**src/rtl/adc_stream_pkg.sv**
```systemverilog
// Shared definitions for the ADC multi-stream packetiser: FSM states,
// header field positions and per-set word count.
package adc_stream_pkg;

    localparam int PKT_HDR_WORDS = 2;
    localparam int HDR_SEQ_LSB   = 0;
    localparam int HDR_NUM_LSB   = 32;
    localparam int HDR_MASK_LSB  = 48;
    localparam int HDR_ID_LSB    = 56;

    typedef enum logic [2:0] {
        ST_IDLE,
        ST_HDR,
        ST_TS,
        ST_DATA,
        ST_WAIT
    } state_t;

    // Two 32-bit lanes per 64-bit word, odd lane count rounds up.
    function automatic logic [2:0] words_per_set(input logic [7:0] mask);
        logic [3:0] cnt;
        cnt = '0;
        for (int i = 0; i < 8; i++) begin
            cnt = cnt + 4'(mask[i]);
        end
        return 3'((cnt + 4'd1) >> 1);
    endfunction

    function automatic logic [63:0] make_header(input logic [7:0]  id,
                                                input logic [7:0]  mask,
                                                input logic [15:0] num,
                                                input logic [31:0] seq);
        logic [63:0] h;
        h = '0;
        h[HDR_ID_LSB   +: 8]  = id;
        h[HDR_MASK_LSB +: 8]  = mask;
        h[HDR_NUM_LSB  +: 16] = num;
        h[HDR_SEQ_LSB  +: 32] = seq;
        return h;
    endfunction

endpackage

```
**src/rtl/adc_lane_packer.sv**
```systemverilog
// Builds one 64-bit data word from the active lanes of a held sample set:
// active lanes in ascending order, two sign-extended 32-bit samples per word.
module adc_lane_packer #(
    parameter int NUM_SEL = 4,
    parameter int WIDTH   = 18
) (
    input  logic [NUM_SEL-1:0]       mask,
    input  logic [NUM_SEL*WIDTH-1:0] lanes,
    input  logic [2:0]               word_idx,
    output logic [63:0]              word
);

    int          slot;
    logic [31:0] ext;

    always_comb begin
        word = '0;
        slot = 0;
        ext  = '0;
        for (int i = 0; i < NUM_SEL; i++) begin
            if (mask[i]) begin
                ext = 32'($signed(lanes[i*WIDTH +: WIDTH]));
                if (slot == 2 * int'(word_idx)) begin
                    word[31:0] = ext;
                end else if (slot == 2 * int'(word_idx) + 1) begin
                    word[63:32] = ext;
                end
                slot = slot + 1;
            end
        end
    end

endmodule

```
**src/rtl/adc_multi_stream.sv**
```systemverilog
// Selects up to NUM_SEL ADC channels, decimates, and frames sample sets into
// 64-bit stream packets (header, timestamp, data) with a one-set holding register.
//
// state   | meaning
// IDLE    | no packet; a qualifying keep starts one
// HDR     | header word presented
// TS      | timestamp of the first set presented
// DATA    | data words of the held set presented
// WAIT    | set sent, waiting for the next kept sample
module adc_multi_stream
    import adc_stream_pkg::*;
#(
    parameter int          NUM_CH  = 16,
    parameter int          WIDTH   = 18,
    parameter int          NUM_SEL = 4,
    parameter logic [7:0]  ID      = 8'hA5
) (
    input  logic                              clk,
    input  logic                              rst,
    input  logic                              ena,
    input  logic                              block,
    input  logic [NUM_SEL*$clog2(NUM_CH)-1:0] ch_sel,
    input  logic [NUM_SEL-1:0]                sel_mask,
    input  logic [15:0]                       num_samples,
    input  logic [6:0]                        rate_div,
    input  logic                              in_valid,
    input  logic [NUM_CH*WIDTH-1:0]           in_data,
    input  logic [63:0]                       in_ts,
    output logic [63:0]                       fifo_tdata,
    output logic                              fifo_tfirst,
    output logic                              fifo_tlast,
    output logic                              fifo_tvalid,
    input  logic                              fifo_tready,
    output logic [15:0]                       overflow_count,
    output logic                              busy
);

    localparam int CW = $clog2(NUM_CH);

    state_t                   state, state_nxt;
    logic [6:0]               dec_cnt;
    logic                     keep, accept, last_word, capture, drop, tlast_nxt;
    logic                     hold_full, hold_full_nxt;
    logic [NUM_SEL*WIDTH-1:0] hold_data, hold_data_nxt, cap_data;
    logic [63:0]              hold_ts, hold_ts_nxt, data_word, tdata_nxt;
    logic [NUM_SEL-1:0]       mask_l, mask_nxt;
    logic [NUM_SEL*CW-1:0]    ch_sel_l, ch_sel_nxt, ch_src;
    logic [15:0]              num_l, num_nxt, sent, sent_nxt;
    logic [31:0]              seq, seq_nxt;
    logic [2:0]               word_idx, word_idx_nxt, wps, wps_nxt;

    assign keep      = in_valid && (dec_cnt == 7'd0);
    assign accept    = fifo_tvalid && fifo_tready;
    assign wps       = words_per_set(8'(mask_l));
    assign wps_nxt   = words_per_set(8'(mask_nxt));
    assign last_word = (word_idx == wps - 3'd1);
    // The starting sample is captured with the live selection being latched.
    assign ch_src    = (state == ST_IDLE) ? ch_sel : ch_sel_l;

    always_comb begin
        cap_data = '0;
        for (int i = 0; i < NUM_SEL; i++) begin
            cap_data[i*WIDTH +: WIDTH] = in_data[int'(ch_src[i*CW +: CW])*WIDTH +: WIDTH];
        end
    end

    always_comb begin
        state_nxt     = state;
        hold_full_nxt = hold_full;
        hold_data_nxt = hold_data;
        hold_ts_nxt   = hold_ts;
        mask_nxt      = mask_l;
        ch_sel_nxt    = ch_sel_l;
        num_nxt       = num_l;
        sent_nxt      = sent;
        seq_nxt       = seq;
        word_idx_nxt  = word_idx;
        capture       = 1'b0;
        drop          = 1'b0;
        case (state)
            ST_IDLE: begin
                if (keep && ena && !block && (|sel_mask) && (num_samples != 16'd0)) begin
                    capture      = 1'b1;
                    mask_nxt     = sel_mask;
                    ch_sel_nxt   = ch_sel;
                    num_nxt      = num_samples;
                    sent_nxt     = '0;
                    word_idx_nxt = '0;
                    state_nxt    = ST_HDR;
                end
            end
            ST_HDR: begin
                drop = keep && hold_full;
                if (accept) state_nxt = ST_TS;
            end
            ST_TS: begin
                drop = keep && hold_full;
                if (accept) state_nxt = ST_DATA;
            end
            ST_DATA: begin
                if (accept && last_word) begin
                    hold_full_nxt = 1'b0;
                    sent_nxt      = sent + 16'd1;
                    word_idx_nxt  = '0;
                    // A keep coinciding with the final word belongs to no packet.
                    if (sent + 16'd1 == num_l) begin
                        seq_nxt   = seq + 32'd1;
                        state_nxt = ST_IDLE;
                    end else if (keep) begin
                        capture = 1'b1;
                    end else begin
                        state_nxt = ST_WAIT;
                    end
                end else begin
                    drop = keep && hold_full;
                    if (accept) word_idx_nxt = word_idx + 3'd1;
                end
            end
            ST_WAIT: begin
                if (keep) begin
                    capture      = 1'b1;
                    word_idx_nxt = '0;
                    state_nxt    = ST_DATA;
                end
            end
            default: state_nxt = ST_IDLE;
        endcase
        if (capture) begin
            hold_full_nxt = 1'b1;
            hold_data_nxt = cap_data;
            hold_ts_nxt   = in_ts;
        end
    end

    adc_lane_packer #(
        .NUM_SEL (NUM_SEL),
        .WIDTH   (WIDTH)
    ) u_packer (
        .mask     (mask_nxt),
        .lanes    (hold_data_nxt),
        .word_idx (word_idx_nxt),
        .word     (data_word)
    );

    // Outputs are a function of next-cycle state, so they hold naturally under stall.
    always_comb begin
        case (state_nxt)
            ST_HDR:  tdata_nxt = make_header(ID, 8'(mask_nxt), num_nxt, seq_nxt);
            ST_TS:   tdata_nxt = hold_ts_nxt;
            ST_DATA: tdata_nxt = data_word;
            default: tdata_nxt = '0;
        endcase
        tlast_nxt = (state_nxt == ST_DATA) && (word_idx_nxt == wps_nxt - 3'd1) &&
                    (sent_nxt + 16'd1 == num_nxt);
    end

    always_ff @(posedge clk) begin
        if (rst) begin
            state          <= ST_IDLE;
            dec_cnt        <= '0;
            hold_full      <= 1'b0;
            hold_data      <= '0;
            hold_ts        <= '0;
            mask_l         <= '0;
            ch_sel_l       <= '0;
            num_l          <= '0;
            sent           <= '0;
            seq            <= '0;
            word_idx       <= '0;
            fifo_tdata     <= '0;
            fifo_tfirst    <= 1'b0;
            fifo_tlast     <= 1'b0;
            fifo_tvalid    <= 1'b0;
            overflow_count <= '0;
            busy           <= 1'b0;
        end else begin
            if (in_valid) dec_cnt <= (dec_cnt >= rate_div) ? 7'd0 : dec_cnt + 7'd1;
            state          <= state_nxt;
            hold_full      <= hold_full_nxt;
            hold_data      <= hold_data_nxt;
            hold_ts        <= hold_ts_nxt;
            mask_l         <= mask_nxt;
            ch_sel_l       <= ch_sel_nxt;
            num_l          <= num_nxt;
            sent           <= sent_nxt;
            seq            <= seq_nxt;
            word_idx       <= word_idx_nxt;
            fifo_tdata     <= tdata_nxt;
            fifo_tfirst    <= (state_nxt == ST_HDR);
            fifo_tlast     <= tlast_nxt;
            fifo_tvalid    <= (state_nxt == ST_HDR) || (state_nxt == ST_TS) || (state_nxt == ST_DATA);
            busy           <= (state_nxt != ST_IDLE);
            if (drop && overflow_count != 16'hFFFF) overflow_count <= overflow_count + 16'd1;
        end
    end

endmodule
```
**config.mk**
```make
export PLATFORM = sky130hd
export DESIGN_NAME = adc_multi_stream
export DESIGN_NICKNAME = d
export VERILOG_FILES = /design/src/rtl/adc_stream_pkg.sv /design/src/rtl/adc_lane_packer.sv /design/src/rtl/adc_multi_stream.sv
export SDC_FILE = /design/constraint.sdc
export NUM_CORES = 2
export LEC_CHECK = 0
export CAP_MARGIN = 20
export CELL_PAD_IN_SITES_DETAIL_PLACEMENT = 1
export CELL_PAD_IN_SITES_GLOBAL_PLACEMENT = 2
export CORE_MARGIN = 2
export CORE_UTILIZATION = 32
export DETAILED_ROUTE_END_ITERATION = 10
export PLACE_DENSITY_LB_ADDON = 0.15
export SLEW_MARGIN = 20
export SYNTH_ARGS = -nofsm -noshare
export SYNTH_HDL_FRONTEND = slang
export SYNTH_HIERARCHICAL = 1
export SYNTH_SLANG_ARGS = --single-unit
```
**constraint.sdc**
```tcl
create_clock -name clk -period 7.2 [get_ports clk]
set_input_delay 1.8 -clock clk [delete_from_list [all_inputs] [get_ports clk]]
set_output_delay 1.8 -clock clk [all_outputs]
set_load 0.05 [all_outputs]
```
Word-level counts from Yosys, hierarchy flattened --
Index checks and enable logic that the tools add are counted.
Operators by class: add/subtract/negate cells 19, multiply operators 4, $lt $le $gt $ge 1, equality and inequality tests 18, shift-type cells 4, multiplexer cells 57, reductions and logical operators 26
Operator list (number):
- $shiftx 288x10->18 | 4
- $mux 32 | 17
- $mux 64 | 5
- $pmux 64 s3 | 1
- $mux 16 | 5
- $mux 72 | 1
- $eq 32x32->1 | 2
- $eq 32x5->1 | 2
- $logic_not 32->1 | 2
- $add 16x1->16 const B | 3
- $mux 3 | 11
- $add 32x1->32 const B | 1
- $add 32x2->32 const B | 1
- $eq 16x16->1 | 2
- $eq 2x32->1 | 1
- $mul 4x4->8 const B | 4
- $pmux 16 s2 | 1
- $ne 16x16->1 const B | 1
- $reduce_bool 16->1 | 1
- $pmux 3 s5 | 1
- $eq 3x2->1 const B | 4
- $logic_and 1x1->1 | 11
- $mux 1 | 9
- $pmux 3 s3 | 1
- other kinds (27) | 38
Storage, ports and cells: flip-flop bits (word level) 318, input bits 401, output and inout port bits 84, word-level logic and storage cells 146

Logic depth before layout (Yosys ltp) --
depth after elaboration 24, depth in mapped cells 23, mapped depth without buffers 20

By module --
The synthesis kept the hierarchy.
Modules (own cells, without submodules):
- adc_multi_stream | instances 1, cells an instance 2589, area each 23443.7 µm², sequential area each 6366.1 µm²
- adc_lane_packer | instances 1, cells an instance 173, area each 1656.6 µm², sequential area each 0.0 µm²

Worst setup path before layout --
Ideal clock, no wire load.
path kind input-to-reg, start input port in_valid, end register fifo_tdata[31], library setup time 0.065 ns, arrival 6.114 ns, required time 7.135 ns, path slack 1.021 ns, cell stages on the path 20, path buffers 6, cells stage by stage nor3b_1 nand2_1 nor3_1 buf_2 buf_1 mux2i_1 inv_1 clkbuf_1 clkbuf_1 inv_1 ha_1 nand2b_1 nor4b_4 buf_2 o2bb2ai_1 mux2_4 buf_4 mux2i_1 o22a_1 nor2_1
Between the ends: elaborated cells between the ends (all ways) 44, classes of those cells add/sub: 2; eq/ne: 6; mux: 30; reduce/logical: 6
RTL lines:
- start, declared | RTL line adc_multi_stream.sv:26 | input logic in_valid,
- $logic_and 1x1->1 * | RTL line adc_multi_stream.sv:52 | assign keep = in_valid && (dec_cnt == 7'd0);
- $logic_and 1x1->1 * (4 in series) | RTL line adc_multi_stream.sv:82 | if (keep && ena && !block && (|sel_mask) && (num_samples != 16'd0)) begin
- $mux 4 * | RTL line adc_multi_stream.sv:82
- $mux 4 * | RTL line adc_multi_stream.sv:80 | case (state)
- via mask_nxt[0] | RTL line adc_multi_stream.sv:46 | logic [NUM_SEL-1:0] mask_l, mask_nxt;
- $mux 1 | RTL line adc_lane_packer.sv:21 | if (mask[i]) begin
- $add 1x1->2 / $eq 1x4->1 (equally long branches) | RTL line adc_lane_packer.sv:28, adc_lane_packer.sv:23
- $mux 32, on equally long branches | RTL line adc_lane_packer.sv:21, adc_lane_packer.sv:23
- $add 32x2->32, or another cell as far along | RTL line adc_lane_packer.sv:28 | slot = slot + 1;
- $mux 32, on equally long branches | RTL line adc_lane_packer.sv:21, adc_lane_packer.sv:23
- $eq 32x5->1 / $mux 64 (equally long branches) | RTL line adc_lane_packer.sv:23, adc_lane_packer.sv:21
- $mux 32 | RTL line adc_lane_packer.sv:23 | if (slot == 2 * int'(word_idx)) begin
- $mux 64 * | RTL line adc_lane_packer.sv:21
- via data_word[31] | RTL line adc_multi_stream.sv:45 | logic [63:0] hold_ts, hold_ts_nxt, data_word, tdata_nxt;
- $pmux 64 s3 * | RTL line adc_multi_stream.sv:147 | case (state_nxt)
- end signal, assigned | RTL line adc_multi_stream.sv:188 | fifo_tdata <= tdata_nxt;
- end, declared | RTL line adc_multi_stream.sv:29 | output logic [63:0] fifo_tdata,
The timed path passes the listed nets; every way through them passes the cells marked *. A chain may end at the register's enable or synchronous reset.

Worst setup path after layout --
start input port in_valid, end register fifo_tdata[28]
Between the ends: elaborated cells between the ends (all ways) 44, classes of those cells add/sub: 2; eq/ne: 6; mux: 30; reduce/logical: 6
RTL lines (RTL line):
- $logic_and 1x1->1 * | adc_multi_stream.sv:52
- $logic_and 1x1->1 * (4 in series) | adc_multi_stream.sv:82
- $mux 4 * | adc_multi_stream.sv:82
- $mux 4 * | adc_multi_stream.sv:80
- via mask_nxt[0] | adc_multi_stream.sv:46
- $mux 1 | adc_lane_packer.sv:21
- $add 1x1->2 / $eq 1x4->1 (equally long branches) | adc_lane_packer.sv:28, adc_lane_packer.sv:23
- $mux 32, on equally long branches | adc_lane_packer.sv:21, adc_lane_packer.sv:23
- $add 32x2->32, or another cell as far along | adc_lane_packer.sv:28
- $mux 32, on equally long branches | adc_lane_packer.sv:21, adc_lane_packer.sv:23
- $eq 32x5->1 / $mux 64 (equally long branches) | adc_lane_packer.sv:23, adc_lane_packer.sv:21
- $mux 32 | adc_lane_packer.sv:23
- $mux 64 * | adc_lane_packer.sv:21
- $pmux 64 s3 * | adc_multi_stream.sv:147
Marks and branches as above.

==> flow_metrics.tcl <==
set metrics [dict create \
    initial_core_util_pct 32.3 \
    final_cells 4207 \
    ys_seq_area_share_pct 25.4 \
    drcViolationCount 0 \
    grtUsageTotal_pct 27.3 \
    final_antenna_net_count 0 \
    routed-via-count 24100 \
    hold_class "flop to flop" \
    grt_pass1_wl_um 169000 \
    ys.flop_type "dfxtp_1" \
    core-area_um2 77600 \
    criticalPathCategory "primary input to flop" \
    synth_cells 2762 \
    synth_top_family_by_area "multiplexers" \
    rsz0062_at_grt "false" \
    wl_um 112000 \
    r2r_cells 16 \
    setup_tns_ps 0 \
    ctsResizeCount 0 \
    fmax_ghz 0.165 \
    final_hold_viol_count 0 \
    syn_area_um2 25100 \
    power_density_nw_per_um2 169 \
    portBuffers 484 \
    fin_nets 3567 \
    final_util_pct 41.9 \
    synth-async-reset-ratio_pct 0 \
    arrival_ps 6480 \
    die_w_um 284 \
    slew_headroom_pct 27.0 \
    cts_root_buf "clkbuf_16" \
    areaGrowthSynthToFinish_pct 29.6 \
    firstDrtPassIters 6 \
    ys_ff_latch 318 \
    drive_gt1_share_pct 17.9 \
    overflow 0 \
    dp_hpwl_um 86100 \
    die_y_um 284 \
    grt_max_degree 92 \
    yosys_warnings 6 \
    hold_depth 2 \
    dpl.cell_count 4143 \
    crit_path_cell_trace "clkdlybuf4s50_1 -> nor3b_1 -> buf_4 -> nand2_1 -> nor3_2 -> mux2i_1 -> inv_1 -> buf_4 -> inv_1 -> ha_1 -> nand2b_1 -> o21ai_2 -> o2bb2ai_1 -> mux2_4 -> o21ai_0 -> a21o_1 -> o21ai_0" \
    layout_common_cells "nand2_1 (561), clkdlybuf4s50_1 (483), dfxtp_1 (318), mux4_2 (288), nor2_1 (227)" \
    final.fill_count 8847 \
    first_global_vias 25300 \
    maxCapViolCount 0 \
    end_kind "flop" \
    avgSynthCellArea_um2 9.09 \
    period_share_pct 84.4 \
    post-route-min-period_ps 6070 \
    vdd_drop_max_uv 167 \
    cts-htree-levels 2 \
    die_area_um2 80700 \
    maxSlewViolCount 0 \
    critical_path_required_ps 7600 \
    slowest_stage "o21ai_2" \
    fin_hold_ws_ps 467 \
    critical_path.startpoint_type "primary input" \
    top_level_ports 485 \
    synth_fa_ha_area_share_pct 1.20 \
    synth_edf_count 0 \
    synth_compound_area_share_pct 10.7 \
    yosysUniqueCellTypes 98 \
    clock_skew_ps 24.8 \
    cts_sinks 318 \
    dpl_cell_area_um2 31300 \
    cts_tree "done" \
    rows 102 \
    yosys.area_share.xor_xnor_pct 3.57 \
    ctsHoldBuffers 0 \
    power_leakage_nw 12.0 \
    tightest_slew_ps 1060 \
    setup_viol 0 \
    drt-wirelength-per-cell_um 26.7 \
    clk_pin_slew_ps 50 \
    gp_congestion 0.897 \
    yosys.area_share.simple_pct 21.5 \
    crit_fanout 21 \
    via_per_inst 5.74 \
    status "finished clean" \
    antenna_found_initial 4 \
    finalInstanceArea_um2 32500 \
    post-cts-setup-buffer-count 0 \
    layout_commonest_cell "nand2_1" \
    worstSkewPairLatency_ps 550 \
    synthesis.nets 3187 \
    drt_iter0_markers 1887 \
    cts_buffers 36 \
    synth_mux_area_share_pct 32.4 \
    cts_buffer_depth 3 \
    max_stage_delay_ps 660 \
]
==> per-layer routing <==
metal / part of all wire [%] / vias to the layer above / global-route usage (%)
li1: - / 10800 / -
met4: 2.1 / 4 / 6.07
met1: 45 / 12200 / 37.8
met3: 6.1 / 139 / 4.05
met5: 0.025 / - / 0
met2: 47 / 933 / 45.0
==> sequential cells by signal, indices dropped and copies added, names as in the netlist, 4 cells and up <==
signal,count
hold_ts,64
ch_sel_l,16
dec_cnt,7
overflow_count,16
sent,16
num_l,16
mask_l,4
hold_data,72
fifo_tdata,64
seq,32
==> cell type report <==
| cell class | count | area, µm² | area share (%) |
|---|---|---|---|
| diodes | 2 | 5.00 | 0.0154 |
| flip-flops and latches | 318 | 6370 | 19.6 |
| inverters | 34 | 128 | 0.392 |
| clock buffers | 48 | 1030 | 3.15 |
| clock inverters | 13 | 228 | 0.700 |
| well taps | 1040 | 1300 | 4.00 |
| multi-input cells | 2161 | 17700 | 54.3 |
| repair buffers | 591 | 5800 | 17.8 |
==> logic make-up after synthesis <==
logic type,Yosys count
flops,318
xor+xnor,100
fa+ha+maj,24
mux,438
simple gates,1170
compound gates,429
buf+inv,283
==> critical path: cells and delay by family <==
| family | cells | cell delay (ps) |
|---|---|---|
| mux | 2 | 870 |
| compound gates | 5 | 1170 |
| fa+ha+maj | 1 | 320 |
| buf+inv | 5 | 1240 |
| simple gates | 4 | 1070 |
==> Yosys cell counts (all sizes together), types with 13 or more instances <==
library cell,n,area (µm²)
mux2,60,751
ha,24,300
a211oi,13,110
xor2,44,385
nor2,229,870
a21oi,83,427
nand3,114,581
and3,36,225
o2bb2ai,22,193
dfxtp,318,6370
xnor2,55,489
nor3,32,181
mux2i,90,905
nand2,562,2110
nand4,32,236
inv,34,128
buf,116,692
clkbuf,133,499
nor4,20,159
o21ai,198,998
mux4,288,6490
and2,92,576
a22oi,23,173
==> metrics by stage <==
stage,setup slack [ps],power [mW]
2_1_floorplan,1020,2.80
3_3_place_gp,738,3.53
3_5_place_dp,609,3.57
4_1_cts,1190,5.55
5_1_grt,708,5.74
6_report,1130,5.51
==> power breakdown <==
part	leakage, nW	internal (mW)	switching, mW
registers	2.57	1.80	0.0204
logic	8.86	0.798	0.912
clock network	0.618	1.19	0.788
==> path summary, 6_finish.rpt <==
path                                  start  slack, ps             end
worst max-delay path               in_valid       1130  fifo_tdata[28]
worst min-delay path            hold_ts[21]        470     hold_ts[21]
worst max register to register     state[0]       1900  fifo_tdata[42]
worst min register to register  hold_ts[21]        470     hold_ts[21]
(Power assumes the default switching activity.)
